[src/rtl/alu_share_arbiter.sv]
// Shares one ALU between the pipeline (port 0) and the network/debug unit (port 1).
// Optional ALU_ARB_PERF_EN adds grant and stall performance counters.
module alu_share_arbiter #(
  parameter int DATA_W = 32,
  parameter int OP_W   = 16
) (
  input  logic                   clk,
  input  logic                   n_reset,
  input  logic [1:0]             req_valid_i,
  output logic [1:0]             req_ready_o,
  input  logic [1:0][DATA_W-1:0] req_rd_i,
  input  logic [1:0][DATA_W-1:0] req_rs_i,
  input  logic [1:0][OP_W-1:0]   req_op_i,
  output logic [1:0]             rsp_valid_o,
  input  logic [1:0]             rsp_ready_i,
  output logic [DATA_W-1:0]      rsp_result_o,
  output logic                   rsp_jump_o,
  output logic [DATA_W-1:0]      alu_rd_o,
  output logic [DATA_W-1:0]      alu_rs_o,
  output logic [OP_W-1:0]        alu_op_o,
  input  logic [DATA_W-1:0]      alu_result_i,
  input  logic                   alu_jump_i
`ifdef ALU_ARB_PERF_EN
  ,
  output logic [31:0]            grant_cnt0_o,
  output logic [31:0]            grant_cnt1_o,
  output logic [31:0]            stall_cnt_o
`endif
);

  typedef enum logic [1:0] {
    S_IDLE = 2'd0,
    S_EXEC = 2'd1,
    S_RESP = 2'd2
  } state_e;

  state_e state_q, state_d;

  logic              last_q;
  logic              owner_q;
  logic [DATA_W-1:0] rd_q;
  logic [DATA_W-1:0] rs_q;
  logic [OP_W-1:0]   op_q;
  logic [DATA_W-1:0] res_q;
  logic              jmp_q;

  logic win;
  logic accept;
  logic rsp_hs;

  // Winner: sole valid requester, or on a tie the one not granted last.
  always_comb begin
    if (&req_valid_i) begin
      win = ~last_q;
    end else begin
      win = req_valid_i[1];
    end
  end

  assign accept = |req_ready_o;
  assign rsp_hs = rsp_valid_o[owner_q]
                & rsp_ready_i[owner_q];

  // State register.
  always_ff @(posedge clk or negedge n_reset) begin
    if (!n_reset) begin
      state_q <= S_IDLE;
    end else begin
      state_q <= state_d;
    end
  end

  // Next-state logic: IDLE -> EXEC -> RESP -> IDLE.
  always_comb begin
    state_d = state_q;
    unique case (state_q)
      S_IDLE: if (accept) state_d = S_EXEC;
      S_EXEC: state_d = S_RESP;
      S_RESP: if (rsp_hs) state_d = S_IDLE;
      default: state_d = S_IDLE;
    endcase
  end

  // Handshake outputs depend on state, valids and owner only.
  always_comb begin
    req_ready_o = '0;
    rsp_valid_o = '0;
    if (state_q == S_IDLE) begin
      req_ready_o[win] = req_valid_i[win];
    end
    if (state_q == S_RESP) begin
      rsp_valid_o[owner_q] = 1'b1;
    end
  end

  // Operand latches and arbitration history, loaded on accept.
  always_ff @(posedge clk or negedge n_reset) begin
    if (!n_reset) begin
      last_q  <= 1'b1;
      owner_q <= 1'b0;
      rd_q    <= '0;
      rs_q    <= '0;
      op_q    <= '0;
    end else if (accept) begin
      last_q  <= win;
      owner_q <= win;
      rd_q    <= req_rd_i[win];
      rs_q    <= req_rs_i[win];
      op_q    <= req_op_i[win];
    end
  end

  // Result capture at the EXEC->RESP edge; held until the next op.
  always_ff @(posedge clk or negedge n_reset) begin
    if (!n_reset) begin
      res_q <= '0;
      jmp_q <= 1'b0;
    end else if (state_q == S_EXEC) begin
      res_q <= alu_result_i;
      jmp_q <= alu_jump_i;
    end
  end

  assign alu_rd_o     = rd_q;
  assign alu_rs_o     = rs_q;
  assign alu_op_o     = op_q;
  assign rsp_result_o = res_q;
  assign rsp_jump_o   = jmp_q;

`ifdef ALU_ARB_PERF_EN
  logic [31:0] gcnt0_q;
  logic [31:0] gcnt1_q;
  logic [31:0] scnt_q;

  // Accept counts per port and stalled-response cycles, all wrapping.
  always_ff @(posedge clk or negedge n_reset) begin
    if (!n_reset) begin
      gcnt0_q <= '0;
      gcnt1_q <= '0;
      scnt_q  <= '0;
    end else begin
      if (req_ready_o[0] & req_valid_i[0]) begin
        gcnt0_q <= gcnt0_q + 32'd1;
      end
      if (req_ready_o[1] & req_valid_i[1]) begin
        gcnt1_q <= gcnt1_q + 32'd1;
      end
      if ((state_q == S_RESP)
          && !rsp_ready_i[owner_q]) begin
        scnt_q <= scnt_q + 32'd1;
      end
    end
  end

  assign grant_cnt0_o = gcnt0_q;
  assign grant_cnt1_o = gcnt1_q;
  assign stall_cnt_o  = scnt_q;
`endif

endmodule
[config.mk]
export PLATFORM = sky130hd
export DESIGN_NAME = alu_share_arbiter
export DESIGN_NICKNAME = d
export VERILOG_FILES = /design/src/rtl/alu_share_arbiter.sv
export SDC_FILE = /design/constraint.sdc
export NUM_CORES = 1
export LEC_CHECK = 0
export BUFFER_PORTS_ARGS = -buffer_cell sky130_fd_sc_hd__buf_2
export CAP_MARGIN = 5
export CELL_PAD_IN_SITES_DETAIL_PLACEMENT = 1
export CELL_PAD_IN_SITES_GLOBAL_PLACEMENT = 2
export CORE_ASPECT_RATIO = 1.4
export CORE_MARGIN = 4
export CORE_UTILIZATION = 25
export DETAILED_ROUTE_END_ITERATION = 10
export GPL_ROUTABILITY_DRIVEN = 0
export PLACE_DENSITY_LB_ADDON = 0.1
export SYNTH_ARGS = -nofsm -noshare
export SYNTH_HDL_FRONTEND = slang
export SYNTH_SLANG_ARGS = --single-unit
[constraint.sdc]
create_clock -name clk -period 1.56 [get_ports clk]
set_clock_uncertainty 0.05 [all_clocks]
set_input_delay 0.312 -clock clk [delete_from_list [all_inputs] [get_ports clk]]
set_output_delay 0.312 -clock clk [all_outputs]
set_load 0.05 [all_outputs]
==> impl_metrics.env, run 1 <==
export IMPL_worstSetupPathType="flop to output pin"
export IMPL_cts_tree="built"
export IMPL_die_x_um=136
export IMPL_cts_sinks=117
export IMPL_root_buffer="clkbuf_16"
export IMPL_drtAntennaViolNets=0
export IMPL_grt_use_met2_pct=26.8
export IMPL_p_per_area_mw_per_mm2=2540
export IMPL_syn_nets=548
export IMPL_placed_cell_area_mm2=0.00811
export IMPL_final_hold_violation_count=0
export IMPL_violations="setup timing"
export IMPL_final_area_mm2=0.00903
export IMPL_ys_ff_latch=117
export IMPL_grt_total_usage_pct=14.3
export IMPL_dp_hpwl_mm=14.3
export IMPL_finalCritPeriodShare_pct=119
export IMPL_ir_drop_v=0.000960
export IMPL_finalSetupViolations=84
export IMPL_cts_made_buffers=17
export IMPL_n_fill_cell=2451
export IMPL_num_rows=65
export IMPL_status="complete, but fails checks"
export IMPL_rsz0062_at_grt="yes"
export IMPL_coreArea_mm2=0.0225
export IMPL_met1_usage_pct=15.3
export IMPL_finish_utilization_pct=40.1
export IMPL_yosysTopAreaCellShare_pct=50.8
export IMPL_area_growth_pct=58.1
export IMPL_grt_max_degree=38
export IMPL_pre_cts_slack_ns=-0.273
export IMPL_ios=316
export IMPL_syn_avg_cell_area_um2=16.4
export IMPL_die_area_mm2=0.0254
export IMPL_dr_pass1_iters=4
export IMPL_worst_slack_ns=-0.300
export IMPL_cts_max_level=4
export IMPL_drc=0
export IMPL_start_kind="flop"
export IMPL_clk_latency_ns=0.41
export IMPL_slew_viol_final=0
export IMPL_overflow=0
export IMPL_fmax_mhz=538
export IMPL_finalSetupTns_ns=-19.41
export IMPL_power_leakage_nw=4.68
export IMPL_path_clk_slew_ns=0.06
export IMPL_io_buffer_count=315
export IMPL_grtUsageMet3_pct=3.79
export IMPL_grt_pass1_wl_mm=27.8
export IMPL_final_layout_size_suffix_gt1_share_pct=82.8
export IMPL_initial_utilization_pct=25.4
export IMPL_yosys_warnings=0
export IMPL_die_height_um=187
export IMPL_finalPower_mw=23.0
export IMPL_grt_pass1_vias=4825
export IMPL_antenna_found_initial=2
export IMPL_fin_nets=903
export IMPL_min_path_type="input pin to flop"
export IMPL_netlist_area_mm2=0.00571
export IMPL_multi_input_area_mm2=0.00290
export IMPL_num_vias=4288
export IMPL_end_kind="output pin"
export IMPL_cts_buffer_depth=2
export IMPL_detail_route_vias_per_cell=4.21
export IMPL_drv_cap=0
export IMPL_wire_per_inst_um=18.6
export IMPL_layout_common_cells="buf_2, mux2_4, dfrtp_1, mux2_2, clkbuf_16"
export IMPL_drt_iter0_markers=113
export IMPL_yosysTopAreaCell="dfrtp_1"
export IMPL_slew_headroom_pct=74.0
export IMPL_synth_lib_cells_used_distinct=19
export IMPL_ys_seq_area_share_pct=51.3
export IMPL_layout_commonest_cell="buf_2"
export IMPL_seqCellArea_mm2=0.00293
export IMPL_synth_area_leaders="dfrtp_1, mux2_4, mux2_2, buf_8, buf_2"
export IMPL_syn_inst=349
export IMPL_grt_busiest_layer="met2"
export IMPL_critPathMaxFanout=3
export IMPL_drt_wl_total_mm=19.0
export IMPL_arrival_ns=1.50
export IMPL_worstMarginPinSlew_ns=0.390
export IMPL_critical_path_required_ns=1.20
export IMPL_fin_crit_ns=1.86
## area by class of cell
| class | instances | area share (%) |
|---|---|---|
| Tap cell | 301 | 4.17 |
| Clock inverter | 14 | 1.69 |
| Inverter | 1 | 0.0415 |
| Clock buffer | 18 | 4.86 |
| Antenna cell | 1 | 0.0277 |
| Multi-Input combinational cell | 209 | 32.0 |
| Timing Repair Buffer | 358 | 24.7 |
| Sequential cell | 117 | 32.4 |
## timing repair
| action | 4_1_cts | 5_1_grt |
|---|---|---|
| pin swaps | 3 | 2 |
| setup endpoints to repair | 84 | 102 |
| hold buffers | 1 | 0 |
| hold endpoints to repair | 18 | 0 |
| resized for setup | 15 | 13 |
| gates cloned | 2 | 4 |
| buffers inserted | 4 | 7 |
## cells by family (layout without fill, tap and decap cells)
| group | Yosys count | after routing | synth area share [%] |
|---|---|---|---|
| AO/OA/AOI/OAI | 5 | 5 | 0.613 |
| buffers and inverters | 23 | 391 | 3.42 |
| flip-flops | 117 | 117 | 51.3 |
| multiplexers | 194 | 194 | 43.8 |
| other | 0 | 1 | 0 |
| AND/OR/NAND/NOR | 10 | 10 | 0.898 |
## registers in the layout, indices dropped and copies added (netlist names)
signal        cells
alu_rd_o         32
state_q           2
rsp_jump_o        1
rsp_result_o     32
alu_op_o         16
owner_q           1
last_q            1
alu_rs_o         32
## cell usage after synthesis
library cell / number
o21ai_0: 2
nor2_1: 3
mux2_4: 85
buf_6: 2
o21a_1: 1
dfrtp_1: 116
nor2b_1: 1
buf_2: 12
inv_1: 1
or3b_2: 1
nand2b_1: 2
a21o_1: 1
dfstp_2: 1
nor3_1: 1
nand2_1: 2
a21bo_1: 1
clkbuf_1: 1
mux2_2: 109
buf_8: 7
## final timing paths
kind | start | endpoint | slack (ns) | cells past startpoint
worst max-delay path | state_q[0] | req_ready_o[0] | -0.30 | 3
worst min-delay path | alu_result_i[8] | rsp_result_o[8] | 0.08 | 2
worst max register to register | last_q | alu_op_o[15] | -0.28 | 5
worst min register to register | alu_rd_o[23] | alu_rd_o[23] | 0.45 | 1
max in group asynchronous | n_reset | alu_rd_o[22] | 0.58 | 3
min in group asynchronous | n_reset | alu_rd_o[3] | 0.32 | 2
## critical path: stages, from the launching register on
cell	delay (ns)
dfrtp_1	0.41
or3b_4	0.40
nor2b_4	0.14
buf_12	0.14
## routing by layer
layer,vias to the layer above,share of wire [%]
met5,-,0.069
met4,2,1.9
met3,25,7.0
met2,184,55
met1,2113,36
li1,1964,-
## through the flow
step / instances / hold slack, ns
6_report: 1019 / 0.0833
5_1_grt: 1019 / 0.0597
4_1_cts: 1008 / 0.0567
3_5_place_dp: 969 / 0.214
3_3_place_gp: 969 / 0.213
2_1_floorplan: 349 / -0.0336
## power breakdown
| group | total (mW) | leakage, nW | internal, mW | switching [mW] |
|---|---|---|---|---|
| clock | 3.93 | 0.279 | 2.40 | 1.52 |
| sequential | 5.48 | 1.37 | 4.64 | 0.840 |
| combinational | 13.6 | 3.03 | 5.18 | 8.39 |
| total | 23.0 | 4.68 | 12.2 | 10.8 |
Note: power is estimated with default switching activity, not from simulation.
==> run 2, diff against run 1 <==
- CORE_UTILIZATION: 25 -> 28
- clock period: 1.56 -> 1.75 ns (I/O delays scaled with it)
==> impl_metrics.env, run 2 (synthesis gave the netlist of run 1 again) <==
export IMPL_power_leakage_nw=4.65
export IMPL_clk_latency_ns=0.41
export IMPL_layout_common_cells="buf_2, mux2_4, dfrtp_1, mux2_2, clkbuf_16"
export IMPL_drt_iter0_markers=126
export IMPL_violations="setup timing"
export IMPL_post_place_cells=909
export IMPL_die_height_um=177
export IMPL_slew_viol_final=0
export IMPL_critPathMaxFanout=4
export IMPL_finalSetupViolations=59
export IMPL_die_x_um=129
export IMPL_stdcell_count=958
export IMPL_slew_headroom_pct=73.3
export IMPL_fmax_mhz=524
export IMPL_drtAntennaViolNets=0
export IMPL_path_clk_slew_ns=0.06
export IMPL_finish_utilization_pct=44.6
export IMPL_min_path_type="input pin to flop"
export IMPL_num_rows=61
export IMPL_switching_share_pct=46.4
export IMPL_initial_utilization_pct=28.6
export IMPL_fin_nets=892
export IMPL_pwr_share_comb_pct=58.1
export IMPL_num_vias=4322
export IMPL_drt_wl_total_mm=19.2
export IMPL_antenna_found_initial=1
export IMPL_fin_crit_ns=1.91
export IMPL_status="complete, but fails checks"
export IMPL_end_kind="output pin"
export IMPL_n_fill_cell=2156
export IMPL_cts_buffer_depth=2
export IMPL_p_int_mw=11.0
export IMPL_finalCritPeriodShare_pct=109
export IMPL_grt_pass1_vias=5129
export IMPL_final_hold_violation_count=0
export IMPL_overflow=0
export IMPL_arrival_ns=1.51
export IMPL_n_antenna_cell=0
export IMPL_clkPwrFrac_pct=18.1
export IMPL_critical_path_required_ns=1.35
export IMPL_grt_max_degree=70
export IMPL_cts_made_buffers=17
export IMPL_cts_sinks=117
export IMPL_io_buffer_count=315
export IMPL_coreArea_mm2=0.0200
export IMPL_grt_pass1_wl_mm=28.9
export IMPL_rsz0062_at_grt="yes"
export IMPL_worstSetupPathType="flop to output pin"
export IMPL_area_growth_pct=55.9
export IMPL_dr_pass1_iters=3
export IMPL_drv_cap=0
export IMPL_worst_slack_ns=-0.157
export IMPL_grt_total_usage_pct=16.8
export IMPL_layout_commonest_cell="buf_2"
export IMPL_cts_max_level=4
export IMPL_ios=316
export IMPL_worstMarginPinSlew_ns=0.400
export IMPL_p_per_area_mw_per_mm2=2290
export IMPL_net_switching_power_mw=9.49
export IMPL_power_frac_seq_pct=23.8
export IMPL_final_layout_size_suffix_gt1_share_pct=81.9
export IMPL_drc=0
export IMPL_cts_tree="built"
export IMPL_die_area_mm2=0.0228
export IMPL_wire_per_inst_um=20.1
export IMPL_detail_route_vias_per_cell=4.51
export IMPL_root_buffer="clkbuf_16"
export IMPL_ir_drop_v=0.000970
export IMPL_start_kind="flop"
export IMPL_dp_hpwl_mm=13.8
export IMPL_finalSetupTns_ns=-3.28
run 2: changes by cell type in the layout (fill, tap and decap cells not counted), moves of 2 or more:
cell | previous run | this run
clkbuf_16 | 21 | 17
buf_6 | 7 | 2
buf_4 | 18 | 9
bufinv_16 | 2 | 4
mux2_2 | 47 | 40
clkbuf_1 | 0 | 3
mux2_4 | 147 | 154
clkinv_4 | 4 | 1
buf_8 | 3 | 7
buf_12 | 13 | 16
run 2: layer usage:
| metal | vias up | routed length (µm) | track usage, % |
|---|---|---|---|
| li1 | 1942 | - | - |
| met1 | 2147 | 6720 | 16.8 |
| met2 | 196 | 10400 | 30.9 |
| met3 | 35 | 1580 | 6.31 |
| met4 | 2 | 545 | 6.52 |
| met5 | - | 20 | 0 |
run 2: per-stage QoR:
stage	worst slack (ns)	hold WS (ns)	power, mW	area, µm²
floorplan	0.0384	0.00441	12.9	5730
global placement	-0.0433	0.111	15.5	7670
detailed placement	-0.0642	0.111	15.7	7670
CTS	-0.185	0.0954	20.8	9030
global route	-0.213	0.102	21.4	8910
finish	-0.157	0.119	20.4	8910
run 2: final timing paths:
path | start | depth (start not counted) | slack [ns] | to
setup / recovery | state_q[1] | 3 | -0.16 | req_ready_o[0]
hold reg to reg | rsp_result_o[19] | 1 | 0.45 | rsp_result_o[19]
hold / removal | alu_result_i[13] | 2 | 0.12 | rsp_result_o[13]
max in group asynchronous | n_reset | 3 | 0.83 | state_q[1]
min in group asynchronous | n_reset | 2 | 0.24 | alu_rs_o[11]
setup reg to reg | last_q | 6 | -0.13 | alu_rs_o[2]
run 2: power by group through the flow:
stage / Clock (mW) / Sequential, mW / Combinational [mW]
3_5_place_dp: 0 / 4.87 / 10.8
4_1_cts: 3.82 / 4.88 / 12.1
6_report: 3.71 / 4.86 / 11.9
5_1_grt: 3.96 / 5.06 / 12.4
3_3_place_gp: 0 / 4.79 / 10.7
2_1_floorplan: 0 / 9.60 / 3.27
run 2: worst max-delay path: stages, from the launching register on:
cell,delay [ns]
dfrtp_1,0.40
or3b_4,0.42
nor2b_4,0.13
buf_8,0.15
run 2: repair_timing:
item	in CTS	in global routing
hold buffers	1	0
pin swaps	3	2
hold endpoints to repair	116	0
setup endpoints to repair	84	84
cloned	9	0
resized for setup	107	20
setup buffers	13	4
run 2: final cells by class:
class / count / area (µm²) / share of cell area [%]
clock inverter: 11 / 174 / 1.95
multi-input combinational: 209 / 2910 / 32.6
inverter: 1 / 3.75 / 0.0421
tap: 252 / 315 / 3.54
timing repair buffer: 347 / 2130 / 23.9
clock buffer: 21 / 450 / 5.05
sequential: 117 / 2930 / 32.9
